<file path="src/rtl/rv32_scoreboard_if.sv">
// Issue/retire bundle between decode, writeback and the register-write scoreboard.
// The slave side is the scoreboard; the master side is the pipeline driving it.
interface rv32_scoreboard_if;
    logic       stall_in;
    logic       flush_in;
    logic       issue_valid_in;
    logic [4:0] rs1_in;
    logic       rs1_read_in;
    logic [4:0] rs2_in;
    logic       rs2_read_in;
    logic [4:0] rd_in;
    logic       rd_write_in;
    logic       retire_valid_in;
    logic [4:0] retire_rd_in;
    logic       hazard_out;
    logic       issue_ready_out;
    logic       idle_out;
    logic       error_out;

    modport slave (
        input  stall_in, flush_in, issue_valid_in,
        input  rs1_in, rs1_read_in, rs2_in, rs2_read_in, rd_in, rd_write_in,
        input  retire_valid_in, retire_rd_in,
        output hazard_out, issue_ready_out, idle_out, error_out
    );

    modport master (
        output stall_in, flush_in, issue_valid_in,
        output rs1_in, rs1_read_in, rs2_in, rs2_read_in, rd_in, rd_write_in,
        output retire_valid_in, retire_rd_in,
        input  hazard_out, issue_ready_out, idle_out, error_out
    );
endinterface

</file>
<file path="src/rtl/rv32_scoreboard.sv">
// Register-write scoreboard: one saturating in-flight counter per architectural
// register, holding issue on pending sources or a saturated destination.
module rv32_scoreboard #(
    parameter int COUNT_WIDTH = 2
) (
    input  logic               clk,
    input  logic               reset_n,
    rv32_scoreboard_if.slave   sb
);

    localparam logic [COUNT_WIDTH-1:0] CountMax = '1;
    localparam logic [COUNT_WIDTH-1:0] CountOne = COUNT_WIDTH'(1);

    logic [COUNT_WIDTH-1:0] countQ [32];
    logic [COUNT_WIDTH-1:0] countD [32];
    logic                   errorQ;
    logic                   errorD;

    logic rs1Busy;
    logic rs2Busy;
    logic rdFull;
    logic hazard;
    logic incEn;
    logic retEn;
    logic retUnderflow;
    logic anyBusy;

    // Hazard looks only at registered counts; a same-cycle retire does not bypass.
    always_comb begin
        rs1Busy = sb.rs1_read_in && (sb.rs1_in != 5'd0) && (countQ[sb.rs1_in] != '0);
        rs2Busy = sb.rs2_read_in && (sb.rs2_in != 5'd0) && (countQ[sb.rs2_in] != '0);
        rdFull  = sb.rd_write_in && (sb.rd_in  != 5'd0) && (countQ[sb.rd_in]  == CountMax);
        hazard  = rs1Busy || rs2Busy || rdFull;
        incEn   = sb.issue_valid_in && !hazard && !sb.stall_in && !sb.flush_in
                  && sb.rd_write_in && (sb.rd_in != 5'd0);
        retEn   = sb.retire_valid_in && (sb.retire_rd_in != 5'd0) && !sb.flush_in;
    end

    // An increment landing on the same register cancels the retire, so a retire
    // at count 0 is only an error when nothing is being issued to that register.
    always_comb begin
        retUnderflow = retEn && (countQ[sb.retire_rd_in] == '0)
                       && !(incEn && (sb.rd_in == sb.retire_rd_in));
        errorD       = errorQ || retUnderflow;
    end

    always_comb begin
        countD[0] = '0;
        for (int i = 1; i < 32; i++) begin
            logic incHere;
            logic decHere;
            incHere   = incEn && (sb.rd_in == 5'(i));
            decHere   = retEn && (sb.retire_rd_in == 5'(i));
            countD[i] = countQ[i];
            if (sb.flush_in) begin
                countD[i] = '0;
            end else if (incHere && !decHere) begin
                countD[i] = countQ[i] + CountOne;
            end else if (decHere && !incHere && (countQ[i] != '0)) begin
                countD[i] = countQ[i] - CountOne;
            end
        end
    end

    always_comb begin
        anyBusy = 1'b0;
        for (int i = 1; i < 32; i++) begin
            anyBusy = anyBusy || (countQ[i] != '0);
        end
    end

    always_ff @(posedge clk or negedge reset_n) begin
        if (!reset_n) begin
            for (int i = 0; i < 32; i++) begin
                countQ[i] <= '0;
            end
            errorQ <= 1'b0;
        end else begin
            for (int i = 0; i < 32; i++) begin
                countQ[i] <= countD[i];
            end
            errorQ <= errorD;
        end
    end

    assign sb.hazard_out      = hazard;
    assign sb.issue_ready_out = !hazard;
    assign sb.idle_out        = !anyBusy;
    assign sb.error_out       = errorQ;

endmodule
</file>
<file path="src/flat_wrapper.sv">
// flat-port wrapper written by rule: the top's interface ports become plain ports
module rv32_scoreboard_flat 
#(
    parameter int COUNT_WIDTH = 2
)
  (clk, reset_n, sb_stall_in, sb_flush_in, sb_issue_valid_in, sb_rs1_in, sb_rs1_read_in, sb_rs2_in, sb_rs2_read_in, sb_rd_in, sb_rd_write_in, sb_retire_valid_in, sb_retire_rd_in, sb_hazard_out, sb_issue_ready_out, sb_idle_out, sb_error_out);
  rv32_scoreboard_if sb_i ();
  input  logic clk;
  input  logic reset_n;
  input wire logic [$bits(sb_i.stall_in)-1:0] sb_stall_in;
  input wire logic [$bits(sb_i.flush_in)-1:0] sb_flush_in;
  input wire logic [$bits(sb_i.issue_valid_in)-1:0] sb_issue_valid_in;
  input wire logic [$bits(sb_i.rs1_in)-1:0] sb_rs1_in;
  input wire logic [$bits(sb_i.rs1_read_in)-1:0] sb_rs1_read_in;
  input wire logic [$bits(sb_i.rs2_in)-1:0] sb_rs2_in;
  input wire logic [$bits(sb_i.rs2_read_in)-1:0] sb_rs2_read_in;
  input wire logic [$bits(sb_i.rd_in)-1:0] sb_rd_in;
  input wire logic [$bits(sb_i.rd_write_in)-1:0] sb_rd_write_in;
  input wire logic [$bits(sb_i.retire_valid_in)-1:0] sb_retire_valid_in;
  input wire logic [$bits(sb_i.retire_rd_in)-1:0] sb_retire_rd_in;
  output wire logic [$bits(sb_i.hazard_out)-1:0] sb_hazard_out;
  output wire logic [$bits(sb_i.issue_ready_out)-1:0] sb_issue_ready_out;
  output wire logic [$bits(sb_i.idle_out)-1:0] sb_idle_out;
  output wire logic [$bits(sb_i.error_out)-1:0] sb_error_out;
  assign sb_i.stall_in = sb_stall_in;
  assign sb_i.flush_in = sb_flush_in;
  assign sb_i.issue_valid_in = sb_issue_valid_in;
  assign sb_i.rs1_in = sb_rs1_in;
  assign sb_i.rs1_read_in = sb_rs1_read_in;
  assign sb_i.rs2_in = sb_rs2_in;
  assign sb_i.rs2_read_in = sb_rs2_read_in;
  assign sb_i.rd_in = sb_rd_in;
  assign sb_i.rd_write_in = sb_rd_write_in;
  assign sb_i.retire_valid_in = sb_retire_valid_in;
  assign sb_i.retire_rd_in = sb_retire_rd_in;
  assign sb_hazard_out = sb_i.hazard_out;
  assign sb_issue_ready_out = sb_i.issue_ready_out;
  assign sb_idle_out = sb_i.idle_out;
  assign sb_error_out = sb_i.error_out;
  rv32_scoreboard #(.COUNT_WIDTH(COUNT_WIDTH)) u_core (.clk(clk), .reset_n(reset_n), .sb(sb_i));
endmodule
</file>
<file path="config.mk">
export PLATFORM = sky130hd
export DESIGN_NAME = rv32_scoreboard_flat
export DESIGN_NICKNAME = d
export VERILOG_FILES = /design/src/rtl/rv32_scoreboard_if.sv /design/src/rtl/rv32_scoreboard.sv /design/src/flat_wrapper.sv
export SDC_FILE = /design/constraint.sdc
export NUM_CORES = 1
export LEC_CHECK = 0
export ABC_AREA = 1
export BUFFER_PORTS_ARGS = -buffer_cell sky130_fd_sc_hd__buf_4
export CAP_MARGIN = 20
export CORE_ASPECT_RATIO = 0.8
export CORE_MARGIN = 3
export CORE_UTILIZATION = 26
export DETAILED_ROUTE_END_ITERATION = 10
export PLACE_DENSITY = 0.5
export SLEW_MARGIN = 20
export SYNTH_ARGS = -nofsm -noshare
export SYNTH_HDL_FRONTEND = slang
export SYNTH_SLANG_ARGS = --single-unit
export TNS_END_PERCENT = 100
</file>
<file path="constraint.sdc">
create_clock -name clk -period 2.7 [get_ports clk]
set_clock_uncertainty 0.15 [all_clocks]
set_input_delay 0.135 -clock clk [delete_from_list [all_inputs] [get_ports clk]]
set_output_delay 0.135 -clock clk [all_outputs]
set_load 0.02 [all_outputs]
</file>
# Word-level counts from Yosys, hierarchy flattened
# Index checks and enable logic that the tools add are counted.
[word_totals]
input_bits = 29
wordCells = 611
output_inout_bits = 4
reg_bits = 63
[op_classes]
n_mux = 105
reduce_logical = 340
n_bitwise = 4
add_sub_neg = 62
order_cmp = 4
eq_ne = 64
[op_table]
columns = ["cell", "count"]
rows = [
  ["two-way mux 2 bit", 101],
  ["logical AND 1 bit", 171],
  ["== test 5 bit (second input constant)", 32],
  ["nonzero test 3 bit", 31],
  ["== test 5 x 4 -> 1 bit (second input constant)", 16],
  ["zero test 1 bit", 67],
  ["nonzero test 2 bit", 33],
  ["adder 2 x 1 -> 2 bit (second input constant)", 31],
  ["subtractor 2 x 1 -> 2 bit (second input constant)", 31],
  ["binary-select mux 2 bit (select 5 bit)", 4],
  ["== test 5 x 3 -> 1 bit (second input constant)", 8],
  ["logical OR 1 bit", 33],
  ["greater-or-equal comparator 6 bit (second input constant)", 4],
  ["NOT 5 -> 6 bit", 4],
  ["== test 5 x 2 -> 1 bit (second input constant)", 4],
  ["nonzero test 5 bit", 4],
  ["== test 5 x 1 -> 1 bit (second input constant)", 2],
  ["== test 5 bit", 1],
  ["== test 2 bit (second input constant)", 1],
  ["zero test 2 bit", 1],
]

# Longest topological paths before layout
[logic_depth]
ltp_word = 32
mapped_depth = 23
ltp_nobuf = 20

# Worst setup path before layout
# OpenSTA, ideal clock, no wires.
[synth_path]
path_kind = "register to register"
startpoint = "reg u_core.countQ[36] (netlist bit)"
endpoint = "reg u_core.countQ[3] (netlist bit)"
arrival_ns = 2.103
path_slack_ns = 0.333
synth_period_minus_slack_ns = 2.367
path_stages_with_launch = 17
setup_ns = 0.114
required_time_ns = 2.436
n_path_buf = 0
cell_sequence = "dfrtp_1 nor2_1 nor2_1 nor2_1 nand3_1 nand2_1 nand2_1 nand2_1 nand2_1 nand3_1 nand2_1 nor2_2 nand4_1 nor2_1 nor2_1 nand2_1 nor2_1"
[synth_between]
elab_chain_len = 18
word_cells_on_any_way = 31
classes_between = "eq/ne (1); mux (11); reduce/logical (19)"
[synth_lines]
columns = ["element", "line_no", "source"]
rows = [
  ["start, declared", "rv32_scoreboard.sv:14", "logic [COUNT_WIDTH-1:0] countQ [32];"],
  ["start signal, assigned by index", "rv32_scoreboard.sv:80", "countQ[i] <= countD[i];"],
  ["binary-select mux 2 bit (select 5 bit) (on tied branches)", "rv32_scoreboard.sv:30, rv32_scoreboard.sv:31", ""],
  ["two-way mux 2 bit (on tied branches) (2 in series)", "rv32_scoreboard.sv:30, rv32_scoreboard.sv:31", ""],
  ["nonzero test 2 bit (on tied branches)", "rv32_scoreboard.sv:30, rv32_scoreboard.sv:31", ""],
  ["logical AND 1 bit (on tied branches)", "rv32_scoreboard.sv:30, rv32_scoreboard.sv:31", ""],
  ["logical OR 1 bit", "rv32_scoreboard.sv:33", "hazard = rs1Busy || rs2Busy || rdFull;"],
  ["logical OR 1 bit (*)", "rv32_scoreboard.sv:33", ""],
  ["zero test 1 bit (*)", "-", ""],
  ["named net sb_issue_ready_out", "flat_wrapper.sv:22", "output wire logic [$bits(sb_i.issue_ready_out)-1:0] sb_issue_ready_out;"],
  ["logical AND 1 bit (*) (3 in series)", "rv32_scoreboard.sv:34", "incEn = sb.issue_valid_in && !hazard && !sb.stall_in && !sb.flush_in"],
  ["logical AND 1 bit (*) (2 in series)", "rv32_scoreboard.sv:35", "&& sb.rd_write_in && (sb.rd_in != 5'd0);"],
  ["logical AND 1 bit (*)", "rv32_scoreboard.sv:52", "incHere = incEn && (sb.rd_in == 5'(i));"],
  ["zero test 1 bit", "rv32_scoreboard.sv:59", "end else if (decHere && !incHere && (countQ[i] != '0)) begin"],
  ["logical AND 1 bit (2 in series)", "rv32_scoreboard.sv:59", ""],
  ["nonzero test 3 bit (no line)", "-", ""],
]
# Mark *: on every way through the listed nets, which the timed path passes. The rest lies on a longest branch. The select of a mux whose other input is x is not followed.
# A chain may end at the register's enable or synchronous reset.

# Worst setup path after layout
[layout_path]
startpoint = "reg u_core.countQ[47] (netlist bit)"
endpoint = "reg u_core.countQ[18] (netlist bit)"
[layout_between]
elab_chain_len = 18
word_cells_on_any_way = 31
classes_between = "eq/ne (1); mux (11); reduce/logical (19)"
[layout_lines]
columns = ["element", "line_no"]
rows = [
  ["binary-select mux 2 bit (select 5 bit) (on tied branches)", "rv32_scoreboard.sv:30, rv32_scoreboard.sv:31"],
  ["two-way mux 2 bit (on tied branches) (2 in series)", "rv32_scoreboard.sv:30, rv32_scoreboard.sv:31"],
  ["nonzero test 2 bit (on tied branches)", "rv32_scoreboard.sv:30, rv32_scoreboard.sv:31"],
  ["logical AND 1 bit (on tied branches)", "rv32_scoreboard.sv:30, rv32_scoreboard.sv:31"],
  ["logical OR 1 bit", "rv32_scoreboard.sv:33"],
  ["logical OR 1 bit (*)", "rv32_scoreboard.sv:33"],
  ["zero test 1 bit (*)", "rv32_scoreboard.sv:34"],
  ["logical AND 1 bit (*) (3 in series)", "rv32_scoreboard.sv:34"],
  ["logical AND 1 bit (*) (2 in series)", "rv32_scoreboard.sv:35"],
  ["logical AND 1 bit (*)", "rv32_scoreboard.sv:52"],
  ["zero test 1 bit", "rv32_scoreboard.sv:59"],
  ["logical AND 1 bit (2 in series)", "rv32_scoreboard.sv:59"],
  ["nonzero test 3 bit (no line)", "-"],
]
# Every way passes the cells marked *; elsewhere a longest branch is shown, timed or not. The select of a mux whose other input is x is not followed.

==> run_results.csv <==
group,metric,value,unit
detailed_routing,wirelength,28200,µm
synthesis,synth_fa_ha_area_frac,0,
floorplan,start_util,0.269,
synthesis,synth.net_count,1236,
floorplan,core,24700,µm²
critical_path,crit_type,"flip-flop to flip-flop",
synthesis,synthMuxAreaShare,0,
grt,grt_pass1_vias,7308,
detailed_routing,postRouteAntennaNets,0,
synthesis,syn_area,6640,µm²
detailed_routing,drtIter0Drc,953,
cells_and_area,fin_util,0.346,
cts,cts_made_buffers,9,
synthesis,syn_area_per_cell,5.50,µm²
cts,cts_buffer_depth,2,
outcome,outcome,"complete, no violations",
hold_path,hold_path_depth,5,
cts,path_clk_slew,0.06,ns
critical_path,arrival,2.70,ns
cells_and_area,antenna_cells,0,
synthesis,synthXorXnorAreaFrac,0.0185,
synthesis,yosys.area_share.simple,0.560,
cts,cts_sinks,63,
placement,placed_cells,1587,
critical_path,cp-end-kind,"flip-flop",
critical_path,cp-start-kind,"flip-flop",
hold_path,min_path_type,"input port to flip-flop",
sta,min_period,2.62,ns
job,cap_violations,0,
grt,grt_overflow,0,
grt,antenna_found_initial,0,
cts,cts_root_buffer,"clkbuf_16",
detailed_routing,drc,0,
cts,clk-insertion-delay-late,0.35,ns
placement,portBuffers,32,
sta,hold_viol,0,
critical_path,cp.required,2.78,ns
cells_and_area,drive_gt1_frac,0.178,
detailed_routing,firstDrtPassIters,6,
floorplan,die_h,149,µm
cells_and_area,finalNetCount,1336,
synthesis,ys_types,38,
sta,tightest_slew,0.920,ns
power_and_ir_drop,p_leak,4.28,nW
critical_path,reg2reg_depth,17,
power_and_ir_drop,power,3.53,mW
critical_path,worstPathMaxFanout,10,
synthesis,synth-seq-cells,63,
grt,grt_use_total,0.199,
sta,setup_viol,0,
sta,final.setup.tns,0,ns
cts,cts_tree,"yes",
sta,rsz0062_at_grt,"yes",
sta,max_clock_freq,382,MHz
cells_and_area,syn_to_final_growth,28.6,%
detailed_routing,vias,8230,
floorplan,die_w,185,µm
detailed_routing,wire_per_inst,17.3,µm
placement,place.gp.congestion,0.991,
synthesis,ys_seq_area_frac,0.237,
sta,drv_slew,0,
grt,grt_pass1_wl,42500,µm
grt,grt_max_degree,64,
power_and_ir_drop,powerDensity,413,nW/µm²
floorplan,die-area,27500,µm²
synthesis,synth_top_family_by_area,"simple AND/OR/NAND/NOR gates",
detailed_routing,via_per_inst,5.05,
cells_and_area,layout.cells.non_filler,1630,
synthesis,synth_compound_area_frac,0.0714,
placement,hpwl,21100,µm
sta,relSlewSlack,0.386,
synthesis,synth_top_cell_by_area,"dfrtp_1",
floorplan,io_pins,33,
synthesis,yosys_warnings,0,
sta,fin_crit_sh,0.969,
floorplan,rows,51,
cts,htree_levels,3,
power_and_ir_drop,peakVddDrop,0.305,mV
synthesis,netlist_instances,1207,
synthesis,synthTopCellsByArea,"dfrtp_1, nand2_1, nor2_1, nand3_1, inv_1",
synthesis,synthDominantCellAreaShare,0.237,
[critical path, stage by stage, from the launching register on]
cell and delay [ns]:
dfrtp_2 0.46, or2_2 0.35, nor2_1 0.11, nor2_1 0.05
nand2_1 0.05, nand2_1 0.06, nand2_1 0.05, nand3_1 0.10
nand3_4 0.15, nand3_4 0.11, nor2_8 0.15, buf_12 0.16
clkbuf_16 0.17, nand2_1 0.07, nand2_1 0.08, nand3_1 0.09
nand2_1 0.07, o21ai_1 0.05
[registers in the layout, indices dropped and copies added (netlist names)]
register	count
u_core.countQ	62
u_core.sb.error_out	1
[layer usage]
| layer | track usage | vias to the layer above | part of all wire |
|---|---|---|---|
| li1 | - | 4061 | - |
| met1 | 0.306 | 3785 | 0.48 |
| met2 | 0.296 | 347 | 0.42 |
| met3 | 0.0268 | 37 | 0.087 |
| met4 | 0.0435 | 0 | 0.020 |
| met5 | 0 | - | 0 |
[final cells by class]
class | instances | area [µm²]
fill | 2738 | 16200
tap | 318 | 398
inverter | 146 | 548
clock inverter | 4 | 45.0
sequential | 63 | 1590
clock buffer | 12 | 246
timing repair buffer | 125 | 1110
multi-input combinational | 962 | 4610
[cell families after synthesis]
kind of cell / after synthesis
simple gates: 863
xor+xnor: 14
buf+inv: 182
flops: 63
compound gates: 85
[layout by cell type, fill, tap and decap left out, drive strengths merged]
cell type    instances
clkbuf              17
o21ai               49
o21bai               1
nand3b               6
nor4                 5
nor2               231
o211ai               1
dlygate4sd3          1
inv                145
buf                119
nand2              414
or2                  5
nand4               63
xor2                12
clkinv               4
o41ai                1
a211oi               2
xnor2                2
a22oi                1
a41oi                1
a21boi               4
nor3                17
o22ai                9
dfrtp               63
o221ai               2
nand3              122
bufinv               1
a21oi               14
[final timing paths]
check                                     from                   to  slack, ns
max in group asynchronous              reset_n    u_core.countQ[38]       1.42
min                                sb_rd_in[3]  u_core.sb.error_out       0.08
max                          u_core.countQ[47]    u_core.countQ[18]       0.08
min reg2reg                u_core.sb.error_out  u_core.sb.error_out       0.33
max reg2reg                  u_core.countQ[47]    u_core.countQ[18]       0.08
min in group asynchronous              reset_n    u_core.countQ[57]       0.31
[power breakdown]
| group | internal (mW) | total [mW] | switching (mW) |
|---|---|---|---|
| Combinational | 0.439 | 1.21 | 0.766 |
| Sequential | 1.02 | 1.12 | 0.103 |
| Clock | 0.736 | 1.20 | 0.465 |
[through the flow]
| step | setup slack, ns | cell area [µm²] | hold slack, ns |
|---|---|---|---|
| after detailed placement | -0.0728 | 7630 | 0.180 |
| final | 0.0832 | 8540 | 0.0825 |
| after global placement | -0.0883 | 7630 | 0.184 |
| after global routing | -0.0950 | 8540 | 0.131 |
| after floorplan | 0.333 | 6640 | -0.311 |
| after CTS | 0.00598 | 7950 | 0.0714 |
[cell usage after synthesis]
cell type and count:
a211oi_1 2, a21boi_1 4, a21oi_1 14, a22oi_1 1, a41oi_1 1, buf_1 5
buf_2 9, buf_4 5, buf_6 5, clkbuf_1 12, clkinv_1 1, dfrtp_1 63
inv_1 140, inv_2 5, nand2_1 414, nand3_1 116, nand3_2 5, nand3_4 1
nand3b_1 4, nand3b_2 2, nand4_1 63, nor2_1 221, nor2_2 9, nor2_8 1
nor3_1 17, nor4_1 4, nor4_4 1, o211ai_1 1, o21ai_0 34, o21ai_1 15
o21bai_1 1, o221ai_1 2, o22ai_1 9, o41ai_1 1, or2_0 1, or2_2 4
xnor2_1 2, xor2_1 12
[what timing repair did]
action,in CTS,in global routing
pin swaps,0,31
setup buffers,0,20
hold buffers,1,0
setup endpoints to repair,52,65
endpoints found under the hold margin,63,0
gates cloned,0,6
resized for setup,5,82
Note: power is estimated with default switching activity, not from simulation.
